<file path="config.mk">
export PLATFORM = sky130hd
export DESIGN_NAME = hilo_ctrl
export DESIGN_NICKNAME = d
export VERILOG_FILES = /design/src/rtl/hilo_ctrl.sv
export SDC_FILE = /design/constraint.sdc
export NUM_CORES = 1
export LEC_CHECK = 0
export CORE_AREA = 2 2 132 134
export CTS_BUF_LIST = sky130_fd_sc_hd__clkbuf_4
export DETAILED_ROUTE_END_ITERATION = 8
export DIE_AREA = 0 0 134 136
export HOLD_SLACK_MARGIN = 0.15
export PLACE_DENSITY_LB_ADDON = 0.25
export SETUP_SLACK_MARGIN = 0.4
export SLEW_MARGIN = 20
export SYNTH_ARGS = -nofsm -noshare
export SYNTH_HDL_FRONTEND = slang
export SYNTH_SLANG_ARGS = --single-unit
</file>
<file path="constraint.sdc">
create_clock -name clk -period 2 [get_ports clk]
set_input_delay 0.4 -clock clk [delete_from_list [all_inputs] [get_ports clk]]
set_output_delay 0.4 -clock clk [all_outputs]
set_load 0.01 [all_outputs]
</file>
<file path="src/rtl/hilo_ctrl.sv">
// HI/LO register stage and sequencer for the serial multiplier/divider.
// Launches one operation at a time and stalls pipeline requests while it is in flight.
module hilo_ctrl (
    input  logic        clk,
    input  logic        reset,
    input  logic        op_valid,
    input  logic        op_multdivb,
    input  logic        op_signed,
    input  logic [31:0] op_x,
    input  logic [31:0] op_y,
    input  logic        mf_req,
    input  logic        mt_we,
    input  logic        hl_sel,
    input  logic [31:0] mt_data,
    output logic [31:0] mf_data,
    output logic        stall,
    output logic        busy,
    output logic        dbz,
    output logic [31:0] hi,
    output logic [31:0] lo,
    output logic        md_start,
    output logic        md_multdivb,
    output logic        md_signed,
    output logic [31:0] md_x,
    output logic [31:0] md_y,
    input  logic [31:0] md_prodh,
    input  logic [31:0] md_prodl,
    input  logic        md_run,
    input  logic        md_dividebyzero
);

    typedef enum logic [1:0] {
        IDLE  = 2'd0,
        START = 2'd1,
        BUSY  = 2'd2
    } state_e;

    state_e      state_q, state_d;
    logic [31:0] hi_q, hi_d;
    logic [31:0] lo_q, lo_d;
    logic        dbz_q, dbz_d;
    logic [31:0] md_x_q, md_x_d;
    logic [31:0] md_y_q, md_y_d;
    logic        md_multdivb_q, md_multdivb_d;
    logic        md_signed_q, md_signed_d;
    logic        md_start_q, md_start_d;

    // Next-state and register update logic
    always_comb begin
        state_d       = state_q;
        hi_d          = hi_q;
        lo_d          = lo_q;
        dbz_d         = dbz_q;
        md_x_d        = md_x_q;
        md_y_d        = md_y_q;
        md_multdivb_d = md_multdivb_q;
        md_signed_d   = md_signed_q;
        md_start_d    = 1'b0;

        case (state_q)
            IDLE: begin
                // mt write lands now; a simultaneously accepted op overwrites HI/LO later
                if (mt_we) begin
                    if (hl_sel) begin
                        hi_d = mt_data;
                    end else begin
                        lo_d = mt_data;
                    end
                end else begin
                    hi_d = hi_q;
                end
                if (op_valid) begin
                    md_x_d        = op_x;
                    md_y_d        = op_y;
                    md_multdivb_d = op_multdivb;
                    md_signed_d   = op_signed;
                    dbz_d         = 1'b0;
                    md_start_d    = 1'b1;
                    state_d       = START;
                end else begin
                    state_d = IDLE;
                end
            end
            START: begin
                state_d = BUSY;
            end
            BUSY: begin
                if (!md_run) begin
                    hi_d    = md_prodh;
                    lo_d    = md_prodl;
                    dbz_d   = md_dividebyzero & ~md_multdivb_q;
                    state_d = IDLE;
                end else begin
                    state_d = BUSY;
                end
            end
            default: begin
                state_d = IDLE;
            end
        endcase
    end

    // State and datapath registers with synchronous reset
    always_ff @(posedge clk) begin
        if (reset) begin
            state_q       <= IDLE;
            hi_q          <= 32'h0000_0000;
            lo_q          <= 32'h0000_0000;
            dbz_q         <= 1'b0;
            md_x_q        <= 32'h0000_0000;
            md_y_q        <= 32'h0000_0000;
            md_multdivb_q <= 1'b0;
            md_signed_q   <= 1'b0;
            md_start_q    <= 1'b0;
        end else begin
            state_q       <= state_d;
            hi_q          <= hi_d;
            lo_q          <= lo_d;
            dbz_q         <= dbz_d;
            md_x_q        <= md_x_d;
            md_y_q        <= md_y_d;
            md_multdivb_q <= md_multdivb_d;
            md_signed_q   <= md_signed_d;
            md_start_q    <= md_start_d;
        end
    end

    assign busy        = (state_q != IDLE);
    assign stall       = busy & (op_valid | mf_req | mt_we);
    assign mf_data     = hl_sel ? hi_q : lo_q;
    assign dbz         = dbz_q;
    assign hi          = hi_q;
    assign lo          = lo_q;
    assign md_start    = md_start_q;
    assign md_multdivb = md_multdivb_q;
    assign md_signed   = md_signed_q;
    assign md_x        = md_x_q;
    assign md_y        = md_y_q;

endmodule
</file>
Word-level counts from Yosys, hierarchy flattened
Cells that the tools add are included.
{"block": "op_classes", "mul": 0, "div_mod_pow": 0, "order_cmp": 0, "n_eq_ne": 7, "mux": 16, "reduce_logical": 8, "bitwise": 6, "shifts": 0, "n_addsub": 0}
{"operator": "$mux 32", "n": 7}
{"operator": "$pmux 32 s2", "n": 2}
{"operator": "$ne 2x2->1 const B", "n": 5}
{"operator": "$reduce_and 4->1", "n": 2}
{"operator": "$pmux 2 s3", "n": 1}
{"operator": "$mux 1", "n": 4}
{"operator": "$reduce_bool 2->1", "n": 2}
{"operator": "$reduce_and 3->1", "n": 1}
{"operator": "$and 1x1->1", "n": 2}
{"operator": "$eq 2x1->1 const B", "n": 1}
{"operator": "$eq 2x2->1 const B", "n": 1}
{"operator": "$logic_not 2->1", "n": 1}
{"operator": "$mux 2", "n": 1}
{"operator": "$not 1->1", "n": 2}
{"operator": "$or 1x1->1", "n": 2}
{"operator": "$pmux 1 s2", "n": 1}
{"operator": "$reduce_and 2->1", "n": 1}
{"operator": "$reduce_or 2->1", "n": 1}
{"block": "word_totals", "wordCells": 46, "ff_bits": 134, "latch_bits": 0, "ram_bits": 0, "n_memories": 0, "in_bits": 170, "romBits": 0, "out_inout_bits": 166}

Longest topological paths before layout
{"block": "logic_depth", "depth_word": 4, "ltp_mapped": 7, "ltp_nobuf": 3}

Worst setup path after synthesis
No wires, ideal clock.
{"block": "synth_timing", "path_kind": "input port to output port", "startpoint": "input hl_sel", "endpoint": "output mf_data[10]", "arrival_time_ns": 1.288, "required_time_ns": 1.600, "path_stages": 3, "setup_slack_ns": 0.312, "cell_sequence": "buf_2 -> buf_1 -> mux2_2"}
{"block": "synth_between", "elab_chain_cells": 1}
{"element": "from (decl)", "line_no": "13", "text": "input logic hl_sel,"}
{"element": "$mux 32", "line_no": "130", "text": "assign mf_data = hl_sel ? hi_q : lo_q;"}
{"element": "to (decl)", "line_no": "15", "text": "output logic [31:0] mf_data,"}
Every way passes these cells.

Worst setup path after layout
{"block": "layout_timing", "startpoint": "input op_valid", "endpoint": "output stall"}
{"block": "layout_between", "elab_chain_cells": 3}
{"element": "from (decl)", "line_no": "6", "text": "input logic op_valid,"}
{"element": "$or 1x1->1 (2 in series)", "line_no": "129", "text": "assign stall = busy & (op_valid | mf_req | mt_we);"}
{"element": "$and 1x1->1", "line_no": "129"}
{"element": "to (decl)", "line_no": "16", "text": "output logic stall,"}
Every way passes these cells.

==> results.py <==
metrics = {
    "yosys": {
        "ys_top_cells_by_count": "nand2_1, dfxtp_1, a21oi_1",
        "yosysTopAreaCellShare_pct": 46.9,
        "synth_ff_type": "dfxtp_1",
        "synthCells": 677,
        "avgSynthCellArea_um2": 8.46,
        "yosys-top-cells-area": "dfxtp_1, nand2_1, a311oi_2",
        "synth_most_common_cell": "nand2_1",
        "ys_warn_count": 0,
        "syn_area_um2": 5730,
        "async_flop_share_pct": 0,
        "yosys.area.top_type": "dfxtp_1",
        "synth_nets": 847,
        "synth.distinct_cells": 27,
        "ys_ff_latch": 134,
        "synth_edf_count": 0,
        "ys_seq_area_share_pct": 46.9,
    },
    "pwr": {
        "p_total_mw": 7.78,
        "p_leak_nw": 5.22,
        "worst_ir_drop_vdd_v": 0.000387,
        "powerDensity_nw_per_um2": 632,
    },
    "drt": {
        "routed_via_density": 5.31,
        "drc": 0,
        "wl_per_cell_um": 21.3,
        "drt_iter0_drc": 574,
        "first_pass_iters": 4,
        "routed_wl_mm": 29.1,
        "via_count": 7244,
        "ant_nets": 0,
    },
    "critical_path": {
        "cp.required_ps": 1600,
        "path_max_fanout": 4,
        "cp_slowest_cell": "clkdlybuf4s50_1",
        "worstReg2RegStart": "state_q[1]",
        "reg2reg_depth": 7,
        "crit_arrival_ps": 1370,
        "worst-setup-path-type": "input pin to output port",
        "cpPeakStageDelay_ps": 490,
        "end_kind": "output port",
        "cp-start-kind": "input pin",
        "crit_chain": "clkdlybuf4s50_1 > o31a_1 > buf_2",
        "r2r_end": "lo[12]",
        "r2r_slack_ps": 280,
    },
    "run": {
        "max_cap_violations": 0,
    },
    "cells_and_area": {
        "fin_area_um2": 12300,
        "drive_gt1_share_pct": 59.0,
        "fin_nets": 1294,
        "instances_no_fill": 1364,
        "area_growth_syn_to_layout_pct": 115,
        "nFillCells": 1198,
    },
    "placement": {
        "dp_cells": 1195,
        "preCtsSetupSlack_ps": -60.7,
        "portBuffers": 335,
        "post_dp_cell_area_um2": 9460,
        "gp_congestion": 0.766,
        "place_hpwl_mm": 14.4,
    },
    "run_status": {
        "status": "finished clean",
    },
    "grt": {
        "grt_pass1_vias": 6407,
        "grt_pass1_wl_mm": 36.1,
        "grt_max_degree": 72,
        "grt-ovfl-total": 0,
        "grt_antenna_before_repair": 2,
        "grt_use_total_pct": 25.7,
    },
    "die": {
        "pin_count": 336,
        "start_util_pct": 33.9,
        "rows": 48,
        "die_h_um": 136,
        "fp.dieW_um": 134,
        "dieArea_um2": 18200,
        "core_um2": 16900,
    },
    "cts": {
        "cts_tree": "done",
        "clk_pin_slew_worst_paths_ps": 140,
        "cts_sinks": 134,
        "clkLatencyLatePin_ps": 560,
        "cts-buffers-inserted": 17,
        "h-tree-depth": 4,
        "clockBufferDepth": 2,
        "clock-root-buffer": "clkbuf_4",
    },
    "min_path": {
        "hp-class": "input pin to register",
        "hold_path_startpoint": "op_y[20]",
        "whs_path_depth": 3,
        "holdPathEnd": "md_y[20]",
    },
    "sta": {
        "worst_pin_slew_ps": 438,
        "rsz0062_at_grt": "true",
        "fin_ws_ps": 230,
        "hold_viol_final": 0,
        "period_share_pct": 88.5,
        "fmax_mhz": 565,
        "relSlewSlack_pct": 70.8,
        "fin_skew_ps": 14.7,
        "fin_hold_ws_ps": 372,
        "period_minus_slack_ps": 1770,
        "setup-violations-final": 0,
        "slew_viol_final": 0,
    },
}
-- cell usage in the layout (no fill, tap or decap), types with 4 or more instances in the layout --
| master | synthesis | layout |
|---|---|---|
| a21oi_1 | 67 | 36 |
| nor3_1 | 65 | 62 |
| mux2_2 | 30 | 7 |
| clkdlybuf4s15_2 | 0 | 7 |
| inv_6 | 0 | 6 |
| clkbuf_4 | 0 | 17 |
| buf_6 | 0 | 145 |
| a311oi_1 | 36 | 15 |
| clkbuf_2 | 0 | 24 |
| dfxtp_2 | 0 | 120 |
| buf_12 | 0 | 23 |
| buf_4 | 3 | 39 |
| mux2_4 | 0 | 25 |
| nand2_4 | 0 | 43 |
| buf_16 | 0 | 12 |
| clkinvlp_4 | 0 | 4 |
| a311oi_2 | 28 | 49 |
| buf_2 | 25 | 58 |
| clkbuf_16 | 0 | 16 |
| dfxtp_1 | 134 | 13 |
| clkdlybuf4s50_1 | 0 | 167 |
| nand2_2 | 0 | 24 |
| a21oi_2 | 0 | 31 |
| nand2_1 | 230 | 163 |
-- worst max-delay path, delay by kind of cell --
family	cells	cell delay, ps
buffers and inverters	2	630
AO/OA/AOI/OAI	1	340
-- final cells by class --
| cell class | count | area (um^2) | area share [%] |
|---|---|---|---|
| Antenna cell | 2 | 5.00 | 0.0407 |
| Clock buffer | 17 | 128 | 1.04 |
| Clock inverter | 15 | 166 | 1.35 |
| Inverter | 2 | 7.51 | 0.0611 |
| Multi-Input combinational cell | 475 | 3550 | 28.9 |
| Sequential cell | 134 | 2840 | 23.1 |
| Tap cell | 225 | 282 | 2.29 |
| Timing Repair Buffer | 494 | 5320 | 43.3 |
-- power by group --
group / internal, mW / switching (mW)
Sequential: 2.92 / 0.163
Clock: 0.769 / 1.15
Combinational: 1.58 / 1.20
-- per-layer routing --
layer,up-vias,track usage (%),part of all wire [%]
li1,3282,-,-
met1,3509,31.5,40
met2,372,43.7,49
met3,81,6.23,6.7
met4,0,9.99,3.8
met5,-,0,0
-- metrics by stage --
stage	TNS, ps	utilization, %
after detailed placement	-121	56.0
after global placement	-49.8	56.0
after floorplan	0	-
final	0	72.8
after CTS	0	64.4
after global routing	0	72.8
-- state kept, by name, indices dropped and copies added, names as in the netlist --
| name | count |
|---|---|
| md_signed | 1 |
| lo | 32 |
| md_multdivb | 1 |
| md_x | 32 |
| dbz | 1 |
| state_q | 2 |
| hi | 32 |
| md_y | 32 |
| md_start | 1 |
-- cell families (layout without fill, tap and decap cells) --
| family | Yosys count | after routing | synth area share [%] |
|---|---|---|---|
| other cells | 0 | 2 | 0 |
| buf+inv | 69 | 528 | 5.27 |
| simple gates | 308 | 309 | 22.5 |
| mux | 32 | 32 | 6.29 |
| compound gates | 134 | 134 | 19.1 |
| flops | 134 | 134 | 46.9 |
-- how the worst max path moves through the flow --
stage,depth (start not counted),end,startpoint
2_1_floorplan,7,hi[14],hl_sel
3_3_place_gp,3,stall,op_valid
3_5_place_dp,3,stall,op_valid
4_1_cts,4,stall,state_q[1]
5_1_grt,8,hi[15],state_q[1]
6_report,3,stall,op_valid
-- repair_timing --
action,in CTS,in global routing
setup buffers,57,40
hold endpoints to repair,1,0
hold buffers,1,0
setup endpoints to repair,198,294
pin swaps,15,108
gates resized for setup,739,378
gates cloned,11,26
(Power assumes the default switching activity.)
